[src/rtl/alu_reg_seq.sv]
// Sequencer that buffers register-register ALU instructions and
// steps each one through an EXEC cycle and a WB cycle on the datapath.
module alu_reg_seq #(
  parameter bit OVF_NOWRITE = 1'b1
) (
  input  logic       Clk,
  input  logic       Reset,
  input  logic       Inst_Valid,
  output logic       Inst_Ready,
  input  logic [2:0] Inst_Op,
  input  logic [4:0] Inst_RA,
  input  logic [4:0] Inst_RB,
  input  logic [4:0] Inst_RW,
  output logic [4:0] R_Addr_A,
  output logic [4:0] R_Addr_B,
  output logic [4:0] W_Addr,
  output logic       Write_Reg,
  output logic [2:0] ALU_OP,
  input  logic       ZF,
  input  logic       OF,
  output logic       Done,
  output logic       Flag_Z,
  output logic       Flag_O,
  output logic       Busy
);

  typedef enum logic [1:0] {
    IDLE = 2'd0,
    EXEC = 2'd1,
    WB   = 2'd2
  } state_t;

  state_t      r_state;
  logic [17:0] r_mem [2];
  logic        r_wptr;
  logic        r_rptr;
  logic [1:0]  r_cnt;
  logic [2:0]  r_op;
  logic [4:0]  r_ra;
  logic [4:0]  r_rb;
  logic [4:0]  r_rw;
  logic        r_wr;
  logic        r_done;
  logic        r_zs;
  logic        r_os;
  logic        r_fz;
  logic        r_fo;

  logic        w_full;
  logic        w_empty;
  logic        w_push;
  logic        w_pop;
  logic [17:0] w_head;

  assign w_full  = (r_cnt == 2'd2);
  assign w_empty = (r_cnt == 2'd0);
  assign w_push  = Inst_Valid && Inst_Ready;
  // Only IDLE and WB hand off to EXEC; a push this edge is not visible yet.
  assign w_pop   = !w_empty && (r_state == IDLE || r_state == WB);
  assign w_head  = r_mem[r_rptr];

  assign Inst_Ready = !Reset && !w_full;
  assign Busy       = (r_state != IDLE) || !w_empty;
  assign R_Addr_A   = r_ra;
  assign R_Addr_B   = r_rb;
  assign W_Addr     = r_rw;
  assign ALU_OP     = r_op;
  assign Write_Reg  = r_wr;
  assign Done       = r_done;
  assign Flag_Z     = r_fz;
  assign Flag_O     = r_fo;

  always_ff @(posedge Clk or posedge Reset) begin
    if (Reset) begin
      r_mem[0] <= '0;
      r_mem[1] <= '0;
      r_wptr   <= 1'b0;
      r_rptr   <= 1'b0;
      r_cnt    <= 2'd0;
    end else begin
      if (w_push) begin
        r_mem[r_wptr] <= {Inst_Op, Inst_RA, Inst_RB, Inst_RW};
        r_wptr        <= ~r_wptr;
      end
      if (w_pop) begin
        r_rptr <= ~r_rptr;
      end
      unique case ({w_push, w_pop})
        2'b10:   r_cnt <= r_cnt + 2'd1;
        2'b01:   r_cnt <= r_cnt - 2'd1;
        default: r_cnt <= r_cnt;
      endcase
    end
  end

  always_ff @(posedge Clk or posedge Reset) begin
    if (Reset) begin
      r_state <= IDLE;
      r_op    <= '0;
      r_ra    <= '0;
      r_rb    <= '0;
      r_rw    <= '0;
      r_wr    <= 1'b0;
      r_done  <= 1'b0;
      r_zs    <= 1'b0;
      r_os    <= 1'b0;
      r_fz    <= 1'b0;
      r_fo    <= 1'b0;
    end else begin
      r_wr   <= 1'b0;
      r_done <= 1'b0;
      unique case (r_state)
        IDLE: begin
          if (w_pop) begin
            {r_op, r_ra, r_rb, r_rw} <= w_head;
            r_state <= EXEC;
          end
        end
        EXEC: begin
          r_zs    <= ZF;
          r_os    <= OF;
          r_wr    <= (r_rw != 5'd0) && !(OVF_NOWRITE && OF);
          r_done  <= 1'b1;
          r_state <= WB;
        end
        WB: begin
          r_fz <= r_zs;
          r_fo <= r_os;
          if (w_pop) begin
            {r_op, r_ra, r_rb, r_rw} <= w_head;
            r_state <= EXEC;
          end else begin
            {r_op, r_ra, r_rb, r_rw} <= '0;
            r_state <= IDLE;
          end
        end
        default: begin
          r_state <= IDLE;
        end
      endcase
    end
  end

endmodule

[config.mk]
export PLATFORM = sky130hd
export DESIGN_NAME = alu_reg_seq
export DESIGN_NICKNAME = d
export VERILOG_FILES = /design/src/rtl/alu_reg_seq.sv
export SDC_FILE = /design/constraint.sdc
export NUM_CORES = 1
export LEC_CHECK = 0
export CORE_MARGIN = 5
export CORE_UTILIZATION = 50
export DETAILED_ROUTE_END_ITERATION = 7
export PLACE_DENSITY_LB_ADDON = 0.2
export SYNTH_ARGS = -nofsm -noshare
export SYNTH_HDL_FRONTEND = slang
export SYNTH_SLANG_ARGS = --single-unit
[constraint.sdc]
create_clock -name Clk -period 2.44 [get_ports Clk]
set_input_delay 0.488 -clock Clk [delete_from_list [all_inputs] [get_ports Clk]]
set_output_delay 0.488 -clock Clk [all_outputs]
set_load 0.05 [all_outputs]
# == Yosys cells after proc, flatten, opt, wreduce, memory -nomap -nowiden ==
# Cells that the tools add are included.
# Widths: inputs -> output; s select.
# word_totals
wordCells,73
ff_bits,66
out_inout_bits,24
# classes
muxes,24
n_bitwise,4
add_sub_neg,2
reduce_logical,18
order_cmp,3
eq_ne,6
# ops
op,n
$mux 18,4
$bwmux 36,1
$mux 5,6
$pmux 5 s2,3
$demux 18 s1,1
$eq 2x2->1 const B,3
$mux 3,2
$pmux 2 s3,1
$pmux 3 s2,1
$reduce_bool 2->1,3
$logic_and 1x1->1,5
$reduce_bool 5->1,1
$eq 2x1->1 const B,2
$ge 2x2->1 const B,2
$logic_not 1->1,4
$logic_not 2->1,2
$not 1->2,2
$pmux 2 s2,1
$mux 1,3
$add 2x1->2 const B,1
$logic_or 1x1->1,2
$lt 2x1->1 const B,1
$mux 2,1
$ne 2x2->1 const B,1
3 further kinds,4

# == Longest topological paths before layout ==
# Gate-level depths: netlist of the first run.
# depth
depth_word,6
ltp_mapped,7
mapped_depth_nobuf,6

# == Least setup slack after synthesis of the first run ==
# No wires, ideal clock.
# synth_path
path_kind,reg2out
from,register r_cnt[0]
to,output Busy
t_arrival_ps,1196
slack_ps,756
path_stages_with_launch,4
n_path_buf,1
t_required_ps,1952
path_cell_list,dfrtp_1 -> nor2_1 -> clkbuf_1 -> nand2_1
# synth_between
elab_chain_cells,3
# synth_rtl
element,line_no,source
start: declaration,37,logic [1:0] r_cnt;
start signal: assignment,89,2'b10: r_cnt <= r_cnt + 2'd1;
start signal: assignment,90,2'b01: r_cnt <= r_cnt - 2'd1;
start signal: assignment,91,default: r_cnt <= r_cnt;
$logic_not 2->1,56,assign w_empty = (r_cnt == 2'd0);
$logic_not 1->1,63,assign Busy = (r_state != IDLE) || !w_empty;
$logic_or 1x1->1,63,
end: declaration,24,output logic Busy
# Every way passes these cells.

# == Worst setup path in the final report of the first run ==
# layout_path
from,register r_state[0]
to,output Busy
# layout_between
elab_chain_cells,2
# layout_rtl
element,line_no,source
start: declaration,33,state_t r_state;
start signal: assignment,98,r_state <= IDLE;
start signal: assignment,116,r_state <= EXEC;
start signal: assignment,124,r_state <= WB;
$reduce_bool 2->1,63,
$logic_or 1x1->1,63,
# Every way passes these cells.

==> results of run 1 <==
registers in the layout, indices dropped and copies added (netlist names):
name,count
r_wptr,1
r_rptr,1
ALU_OP,3
R_Addr_B,5
r_zs,1
r_mem,36
Write_Reg,1
Done,1
R_Addr_A,5
W_Addr,5
r_cnt,2
r_state,2
r_os,1
Flag_O,1
Flag_Z,1
synth_stat cells:
cell,number,area share
nor2b_1,3,0.0068
buf_6,2,0.0081
xnor2_1,3,0.0095
or2b_2,1,0.0032
mux2_2,41,0.17
nor2b_2,1,0.0032
dfrtp_1,66,0.60
clkbuf_8,1,0.0050
buf_2,4,0.0072
xor2_1,2,0.0063
nand2_1,2,0.0027
a22o_1,1,0.0032
nor3b_1,1,0.0027
nor3b_2,1,0.0045
nor2_1,8,0.011
inv_1,2,0.0027
ha_1,1,0.0045
nand3_4,1,0.0063
nor3_1,17,0.031
or4_1,1,0.0027
mux2i_1,17,0.061
clkbuf_1,3,0.0041
buf_4,1,0.0027
a21o_1,18,0.049
through the flow:
stage                     power [µW]  hold WS (ns)   util  setup WS [ns]  instance area [µm²]
final                           5220         0.477  0.635          0.359                 3450
after global routing            5550         0.499  0.635          0.271                 3450
after CTS                       5280         0.481  0.635          0.351                 3450
after detailed placement        4500         0.466  0.606          0.305                 3300
after global placement          4440         0.462  0.606          0.323                 3300
after floorplan                 3820         0.446      -          0.297                 2770
worst max-delay path, stage by stage, from the launching register on:
cell and delay [ns]:
dfrtp_1 0.88, nor2_1 0.08, nand2_1 0.11, buf_4 0.20
area by class of cell:
type | instances | area (µm²)
fillers | 441 | 1980
flip-flops and latches | 66 | 1650
multi-input cells | 119 | 1040
repair buffers | 50 | 510
clock buffers | 13 | 159
well taps | 72 | 90.1
inverters | 2 | 7.51
power by group through the flow:
stage               Clock (µW)  Combinational [µW]  Sequential (µW)
finish                     775                2430             2010
CTS                        798                2470             2020
floorplan                    0                1340             2480
global placement             0                2410             2030
detailed placement           0                2460             2040
global route               847                2620             2090
worst min-delay path by stage:
stage / endpoint / slack, ns
after floorplan: r_state[1]$_DFFE_PP0P_ / 0.45
after global placement: R_Addr_A[2]$_DFFE_PP0P_ / 0.46
after detailed placement: R_Addr_A[2]$_DFFE_PP0P_ / 0.47
after CTS: R_Addr_A[2]$_DFFE_PP0P_ / 0.48
after global routing: R_Addr_B[2]$_DFFE_PP0P_ / 0.50
final: R_Addr_A[2]$_DFFE_PP0P_ / 0.48
routing by layer:
layer,routed length (µm),vias to the layer above,GRT usage,share of wire
li1,-,801,-,-
met2,2350,27,0.228,0.47
met1,2370,838,0.213,0.47
met3,242,6,0.0422,0.048
met4,58,0,0.0691,0.012
met5,0,-,0,0
cells by family (layout without fill, tap and decap cells):
logic type                 after synthesis  count (layout)  share of synthesized area
DFF                                     66              66                      0.596
and+or+nand+nor                         36              36                     0.0736
buffers and inverters                   13              65                     0.0298
adders and majority gates                1               1                    0.00452
xor gates and xnor gates                 5               5                     0.0158
muxes                                   58              58                      0.228
AOI/OAI and AO/OA                       19              19                     0.0519
==> summary.md, run 1 <==
| Metric | Value |
|---|---|
| Status | finished, final reports clean |
| Area of the mapped netlist | roughly 2800 µm² |
| Max_slew headroom | 0.451 |
| Final hold viol count | 0 |
| Critical path endpoint category | output port |
| Routed WL | roughly 5000 µm |
| #FFs+latches synth | 66 |
| Resized cells post-CTS | 0 |
| Crit Reg-Reg Startpoint | r_state[0]$_DFFE_PP0P_ |
| Skew-Pair Late Insertion Delay | between 0.3 and 0.4 ns |
| Power density cells | 1510 nW/µm² |
| R2r setup slk | 0.57 ns |
| Synth-to-Final Area Change | 24.7% |
| Sw Ratio | 0.393 |
| Final max-slew violation count | 0 |
| P_leak | 0.00160 µW |
| Cells after Synth | slightly below 200 |
| Pin count of the biggest net entering global routing | 67 |
| Cts hold-fix bufs | 0 |
| Top Ports | 47 |
| Critical Path RT | 1.95 ns |
| Worst Setup Start Kind | register |
| Clk root buf | clkbuf_8 |
| Dpl hpwl | 3270 µm |
| Max-Cap Viols | 0 |
| Hold path depth | 1 |
| Post-CTS setup buffer count | 0 |
| CTS Buffer Depth | 2 |
| Sequential power share | 0.386 |
| Clock Sinks | between 60 and 70 |
| # diodes | 0 |
| TritonCTS buffer count | 9 |
| Commonest cells after routing, fill and taps aside | dfrtp_1, clkdlybuf4s50_1, mux2_2, a21o_1 |
| Starting density of the core | 0.509 |
| Worst hold path type | reg -> reg |
| Synth Area per Inst | approximately 14 µm² |
| Placer Congestion | 0.703 |
| CTS tree | yes |
| Clock period minus worst slack | 2.08 ns |
| Initial antenna violation count | 0 |
| Layout Skew | 0.00430 ns |
| Dpl cells | 309 |
| Post-DRT Antenna Nets | 0 |
| Post-Syn Nets | 222 |
| Full die area | ~7100 µm² |
| Switching power total | 2050 µW |
| Gr usage total | 0.154 |
| Clock power frac | 0.149 |
| Die Wd | 84.4 µm |
| Final cell count without fillers | 322 |
| Wire per inst | 15.6 µm |
| R2r worst-path depth | 5 |
| Syn. warnings | 0 |
| Max FO, Critical Path | 24 |
| Residual DRC | 0 |
| IO Port Bufs | 46 |
| Distinct cells, synth | 24 |
| Final global-route overflow total | 0 |
| Internal power | 3170 µW |
| Hold_sp | R_Addr_A[2]$_DFFE_PP0P_ |
| Least-Margin Pin Slew | ~0.82 ns |
| Gate power share | 0.466 |
| Period utilization | 0.853 |
| Vias per Instance | 5.19 |
| Crit path DAT | 1.59 ns |
| Most common cell after layout, fill and taps aside | dfrtp_1 |
| CP Class | reg -> out |
| Core Box Area | 5440 µm² |
| Crit path capture | Busy |
| 1st-iter DRT viols | 84 |
| R2R Path End | r_cnt[1]$_DFFE_PP0P_ |
| Share of layout cells above drive strength 1 | 0.252 |
| Global-route wire length before repair | 8630 µm |
| Layout Nets | 272 |
| Rows | 27 |
| Peak Freq | 481 MHz |
| Via count | 1,672 |
| RSZ-0062 raised after global routing | no |
| H-tree lvl count | 3 |
| Worst-path clk slew | ~0.060 ns |
| Sequential fraction of the synthesis area | 0.596 |
| Setup TNS Final | 0 ns |
| # setup viols final | 0 |
| Max IR drop VDD | 0.753 mV |
| DIE HEIGHT | 84.4 µm |
| 1st-pass router iterations | 4 |
| Worst setup startpoint | r_state[0]$_DFFE_PP0P_ |
| Vias in the first global route | 1,771 |
No activity file was read; power rests on OpenSTA's default activity.
==> run 2: changes to the inputs <==
--- a/config.mk
+++ b/config.mk
@@ -8,3 +8,3 @@
 export CORE_MARGIN = 5
-export CORE_UTILIZATION = 50
+export CORE_UTILIZATION = 52
 export DETAILED_ROUTE_END_ITERATION = 7
--- a/constraint.sdc
+++ b/constraint.sdc
@@ -3,2 +3,2 @@
 set_output_delay 0.488 -clock Clk [all_outputs]
-set_load 0.05 [all_outputs]
+set_load 0.1 [all_outputs]
==> run 2 against run 1 <==
Register-to-register slack better by 0.17 ns; worst setup slack better by 0.14 ns; clock-buffer cell count up 1; core utilization up 4.1 points; final area up 0.62%; critical path depth up 1; first-iteration DRC count down 7.1%; flip-flop and latch count unchanged; hold slack better by 0.0012 ns; critical path type unchanged; critical endpoint unchanged; largest cell class unchanged; highest routed layer unchanged.
==> summary.md, run 2 (same netlist as run 1, synthesis figures left out) <==
| Metric | Value |
|---|---|
| Status | finished, final reports clean |
| Full die area | 6890 µm² (-3.4%) |
| Rows | 26 (-3.7%) |
| Clock period minus worst slack | 1.94 ns (-0.140 ns) |
| Dpl hpwl | 3450 µm (+5.6%) |
| Slowest cell on crit path | dfrtp_1 |
| Area of the multi-input gates | 1040 µm² (unchanged) |
| Global-route wire length before repair | 8860 µm (+2.6%) |
| Max_slew headroom | 0.546 (+0.0954) |
| H-tree lvl count | 3 (unchanged) |
| Max-Cap Viols | 0 (unchanged) |
| Period utilization | 0.795 (-0.0575) |
| FILL cells | 411 (-6.8%) |
| # diodes | 0 (unchanged) |
| Final cell count without fillers | 325 (+0.93%) |
| RSZ-0062 raised after global routing | no |
| Vias per Instance | 5.26 (+1.4%) |
| Layout Nets | 274 (+0.74%) |
| Final global-route overflow total | 0 (unchanged) |
| Commonest cells after routing, fill and taps aside | dfrtp_1, mux2_2, buf_4, clkdlybuf4s50_1, a21o_1 |
| IO Port Bufs | 46 (unchanged) |
| Worst hold path type | reg -> reg |
| Share of layout cells above drive strength 1 | 0.349 (+0.0970) |
| Family with the most delay on the worst path | flip-flops |
| Buf/Inv on CP | 2 (+1) |
| Cts hold-fix bufs | 0 (unchanged) |
| Wire per inst | 15.7 µm (+0.75%) |
| Reg with most FFs | r_mem |
| Critical path's largest stage delay | 0.45 ns (-0.43 ns) |
| Setup TNS Final | 0 ns (unchanged) |
| Layout Skew | 0.00493 ns (+0.000636 ns) |
| Die Wd | 83.0 µm (-1.7%) |
| Via count | 1,711 (+2.3%) |
| Peak Freq | 515 MHz (+7.2%) |
| Final hold viol count | 0 (unchanged) |
| Core Box Area | 5140 µm² (-5.5%) |
| Crit path DAT | 1.45 ns (-0.14 ns) |
| Clk root buf | clkbuf_8 |
| Critical path endpoint category | output port |
| Sequential Area | 1650 µm² (unchanged) |
| Resized cells post-CTS | 0 (unchanged) |
| Starting density of the core | 0.539 (+0.0296) |
| CTS Buffer Depth | 2 (unchanged) |
| # setup viols final | 0 (unchanged) |
| CTS tree | yes |
| Dpl cells | 309 (unchanged) |
| Max FO, Critical Path | 13 (-46%) |
| 1st-pass router iterations | 4 (unchanged) |
| Initial antenna violation count | 0 (unchanged) |
| Clock Sinks | 66 (unchanged) |
| Placer Congestion | 0.689 (-2.0%) |
| Crit path cell chain | nor2_1, buf_4, nand2_1, buf_12 |
| Routed WL | 5110 µm (+1.7%) |
| Max reg flops | 36 (unchanged) |
| Final max-slew violation count | 0 (unchanged) |
| Pin count of the biggest net entering global routing | 51 (-24%) |
| Post-DRT Antenna Nets | 0 (unchanged) |
| Most common cell after layout, fill and taps aside | dfrtp_1 |
| Worst Setup Start Kind | register |
| Top Ports | 47 (unchanged) |
| Synth-to-Final Area Change | 25.5% |
| Critical Path RT | 1.95 ns (about the same) |
| Vias in the first global route | 1,802 (+1.8%) |
| CP Class | reg -> out |
| Worst-path clk slew | 0.07 ns (about the same) |
| DIE HEIGHT | 83.0 µm (-1.7%) |
| 1st-iter DRT viols | 78 (-7.1%) |
| Gr usage total | 0.162 (+0.00795) |
| Least-Margin Pin Slew | 0.681 ns (-0.143 ns) |
| Residual DRC | 0 (unchanged) |
| TritonCTS buffer count | 9 (unchanged) |
| Post-CTS setup buffer count | 0 (unchanged) |
| Skew-Pair Late Insertion Delay | 0.34 ns (+0.02 ns) |
[run 2: cell count changes in the layout (fill, tap and decap cells not counted)]
cell	change
clkinv_2	+1
buf_12	+2
buf_4	+22
bufinv_16	+1
clkdlybuf4s50_1	-22
clkbuf_1	+1
[run 2: routing by layer]
metal / part of all wire / GRT usage / vias to the layer above
met4: 0.019 / 0.0996 / 0
met3: 0.058 / 0.0386 / 12
met2: 0.48 / 0.249 / 48
met1: 0.44 / 0.207 / 847
met5: 0 / 0 / -
li1: - / - / 804
[run 2: cell type report]
type,count,share of cell area
flip-flops and latches,66,0.475
multi-input cells,119,0.298
repair buffers,52,0.143
clock buffers,14,0.0468
well taps,70,0.0252
clock inverters,2,0.0101
inverters,2,0.00216
[run 2: final timing paths]
check	startpoint	endpoint	slack, ns	depth (start not counted)
worst max register to register	r_cnt[0]$_DFFE_PP0P_	R_Addr_B[4]$_DFFE_PP0P_	0.74	4
worst min-delay path	r_state[1]$_DFFE_PP0P_	r_state[1]$_DFFE_PP0P_	0.48	1
worst min register to register	r_state[1]$_DFFE_PP0P_	r_state[1]$_DFFE_PP0P_	0.48	1
worst max-delay path	r_cnt[0]$_DFFE_PP0P_	Busy	0.50	4
max in group asynchronous	Reset	R_Addr_B[1]$_DFFE_PP0P_	1.35	3
min in group asynchronous	Reset	r_zs$_DFFE_PP0P_	0.51	2
[run 2: through the flow]
stage	area [µm²]	hold WS, ns	util	setup slack (ns)
after global routing	3480	0.496	0.676	0.407
after CTS	3480	0.481	0.676	0.466
after detailed placement	3280	0.467	0.638	0.312
after floorplan	2770	0.446	-	0.159
final	3480	0.478	0.676	0.500
after global placement	3280	0.461	0.638	0.348
Power of run 2 is not shown: default switching activity piles up to over one toggle a cycle in this logic, so the estimate is an artifact.
==> run 3: changes to the inputs <==
CORE_UTILIZATION = 47   (was 52)
clock period = 1.7 ns   (was 2.44 ns; I/O delays follow)
==> run 3 against run 2 <==
Register-to-register slack worse by 0.65 ns; clock-buffer cell count down 4; final cell count up 4.3%; worst setup slack worse by 0.44 ns; critical path type unchanged; largest cell class unchanged.
==> summary.md, run 3 (same netlist as run 1, synthesis figures left out) <==
| Metric | Value |
|---|---|
| Status | finished, final reports clean |
| Core Box Area | 5820 µm² (+13%) |
| # setup viols final | 0 (unchanged) |
| Routed WL | 5250 µm (+2.9%) |
| 1st-pass router iterations | 4 (unchanged) |
| Final design utilization | 0.670 (-0.00628) |
| Final hold viol count | 0 (unchanged) |
| Met1 usage | 0.195 (-0.0116) |
| Period utilization | 0.964 |
| R2R Path End | r_cnt[1]$_DFFE_PP0P_ |
| Pin count of the biggest net entering global routing | 32 (-37%) |
| Layout Skew | 0.00876 ns (+0.00383 ns) |
| Critical Path RT | 1.36 ns (-0.59 ns) |
| Most used routing layer | met2 |
| Reg with most FFs | r_mem |
| Dpl ws | -0.150 ns (-0.463 ns) |
| Full die area | 7530 µm² (+9.3%) |
| Via count | 1,742 (+1.8%) |
| Max-Cap Viols | 0 (unchanged) |
| R2r worst-path depth | 6 (+2) |
| Placed instance area | 3670 µm² (+12%) |
| Global-route wire length before repair | 8940 µm (+0.94%) |
| Critical path endpoint category | output port |
| Met2 usage in global routing | 0.263 (+0.0136) |
| RSZ-0062 raised after global routing | yes |
| FILL cells | 452 (+10%) |
| Max reg flops | 36 (unchanged) |
| Max FO, Critical Path | 4 (-9) |
| Initial antenna violation count | 0 (unchanged) |
| TritonCTS buffer count | 9 (unchanged) |
| Crit path DAT | 1.30 ns (-0.15 ns) |
| Crit Reg-Reg Startpoint | r_cnt[1]$_DFFE_PP0P_ |
| Least-Margin Pin Slew | 0.656 ns (-0.0250 ns) |
| Residual DRC | 0 (unchanged) |
| Top Ports | 47 (unchanged) |
| Synth-to-Final Area Change | 40.7% |
| R2r setup slk | 0.09 ns (-0.65 ns) |
| Dpl cells | 321 (+3.9%) |
| CP Class | reg -> out |
| CTS Buffer Depth | 2 (unchanged) |
| Starting density of the core | 0.476 (-0.0626) |
| Share of layout cells above drive strength 1 | 0.402 (+0.0525) |
| Worst hold path type | in -> async |
| GRT met3 Usage | 0.0551 (+0.0165) |
| Layout Nets | 283 (+3.3%) |
| Gr usage total | 0.159 (-0.00318) |
| Worst-path clk slew | 0.07 ns (about the same) |
| Area of the multi-input gates | 1060 µm² (+2.1%) |
| Clock Sinks | 66 (unchanged) |
| Final cell count without fillers | 339 (+4.3%) |
| Clock period minus worst slack | 1.64 ns |
| H-tree lvl count | 3 (unchanged) |
| Clk root buf | clkbuf_8 |
| DIE HEIGHT | 86.8 µm (+4.6%) |
| 1st-iter DRT viols | 40 (-49%) |
| Placer Congestion | 0.734 (+6.4%) |
| Vias in the first global route | 1,821 (+1.1%) |
| Skew-Pair Late Insertion Delay | 0.34 ns (about the same) |
| Rows | 28 (+7.7%) |
| Fin area | 3900 µm² (+12%) |
| # diodes | 0 (unchanged) |
| Max_slew headroom | 0.563 (+0.0167) |
| Worst Setup Start Kind | register |
| Peak Freq | 610 MHz |
| Vias per Instance | 5.14 (-2.4%) |
| Wire per inst | 15.5 µm (-1.4%) |
| Most common cell after layout, fill and taps aside | dfrtp_1 |
| Final max-slew violation count | 0 (unchanged) |
| IO Port Bufs | 46 (unchanged) |
| Commonest cells after routing, fill and taps aside | dfrtp_1, mux2_2, buf_12, clkdlybuf4s50_1, a21o_1 |
| Post-DRT Antenna Nets | 0 (unchanged) |
| Dpl hpwl | 3720 µm (+7.7%) |
| Die Wd | 86.8 µm (+4.6%) |
| Final setup margin | 0.0608 ns (-0.439 ns) |
| Cts hold-fix bufs | 0 (unchanged) |
| Sequential Area | 1650 µm² (about the same) |
| CTS tree | yes |
| Final global-route overflow total | 0 (unchanged) |
==> run 3: cell count changes in the layout (fill, tap and decap cells not counted), sizes merged <==
cell,before,now
clkbuf,14,10
buf,30,39
clkinv,1,2
clkinvlp,0,3
==> run 3: area by class of cell <==
class                      instances  area share
clock buffer                      10      0.0353
clock inverter                     6      0.0164
inverter                           2     0.00289
multi-input combinational        119       0.271
sequential                        66       0.424
tap                               75      0.0241
timing repair buffer              61       0.226
==> run 3: layer usage <==
layer / up-vias / wire length [µm]
met5: - / 0
met4: 0 / 86
met3: 8 / 233
met2: 28 / 2690
met1: 886 / 2240
li1: 820 / -
==> run 3: what timing repair did <==
item / 4_1_cts / 5_1_grt
endpoints found under the setup margin: 1 / 3
pin swaps: 1 / 0
endpoints found under the hold margin: 0 / 0
gates cloned: 0 / 0
buffers inserted: 1 / 1
resized for setup: 3 / 1
==> run 3: worst max path at each step <==
stage,from,endpoint,slack [ns],depth (start not counted)
global placement,Inst_Valid,r_cnt[1]$_DFFE_PP0P_,-0.14,7
global route,r_cnt[1]$_DFFE_PP0P_,Inst_Ready,-0.02,3
finish,r_cnt[1]$_DFFE_PP0P_,Inst_Ready,0.06,3
detailed placement,Inst_Valid,r_cnt[1]$_DFFE_PP0P_,-0.15,7
CTS,r_cnt[0]$_DFFE_PP0P_,Busy,0.02,4
floorplan,r_cnt[1]$_DFFE_PP0P_,Inst_Ready,0.03,2
==> run 3: worst max-delay path, stage by stage, from the launching register on <==
cell and delay, ns:
dfrtp_1 0.44, nor2b_2 0.21, nor2_2 0.13, buf_12 0.19
==> run 3: per-stage QoR <==
| stage | hold WS (ns) | setup TNS (ns) |
|---|---|---|
| floorplan | 0.410 | 0 |
| global placement | 0.466 | -3.22 |
| detailed placement | 0.484 | -3.40 |
| CTS | 0.413 | 0 |
| global route | 0.431 | -0.0316 |
| finish | 0.419 | 0 |
Power of run 3 is left out for the same reason.
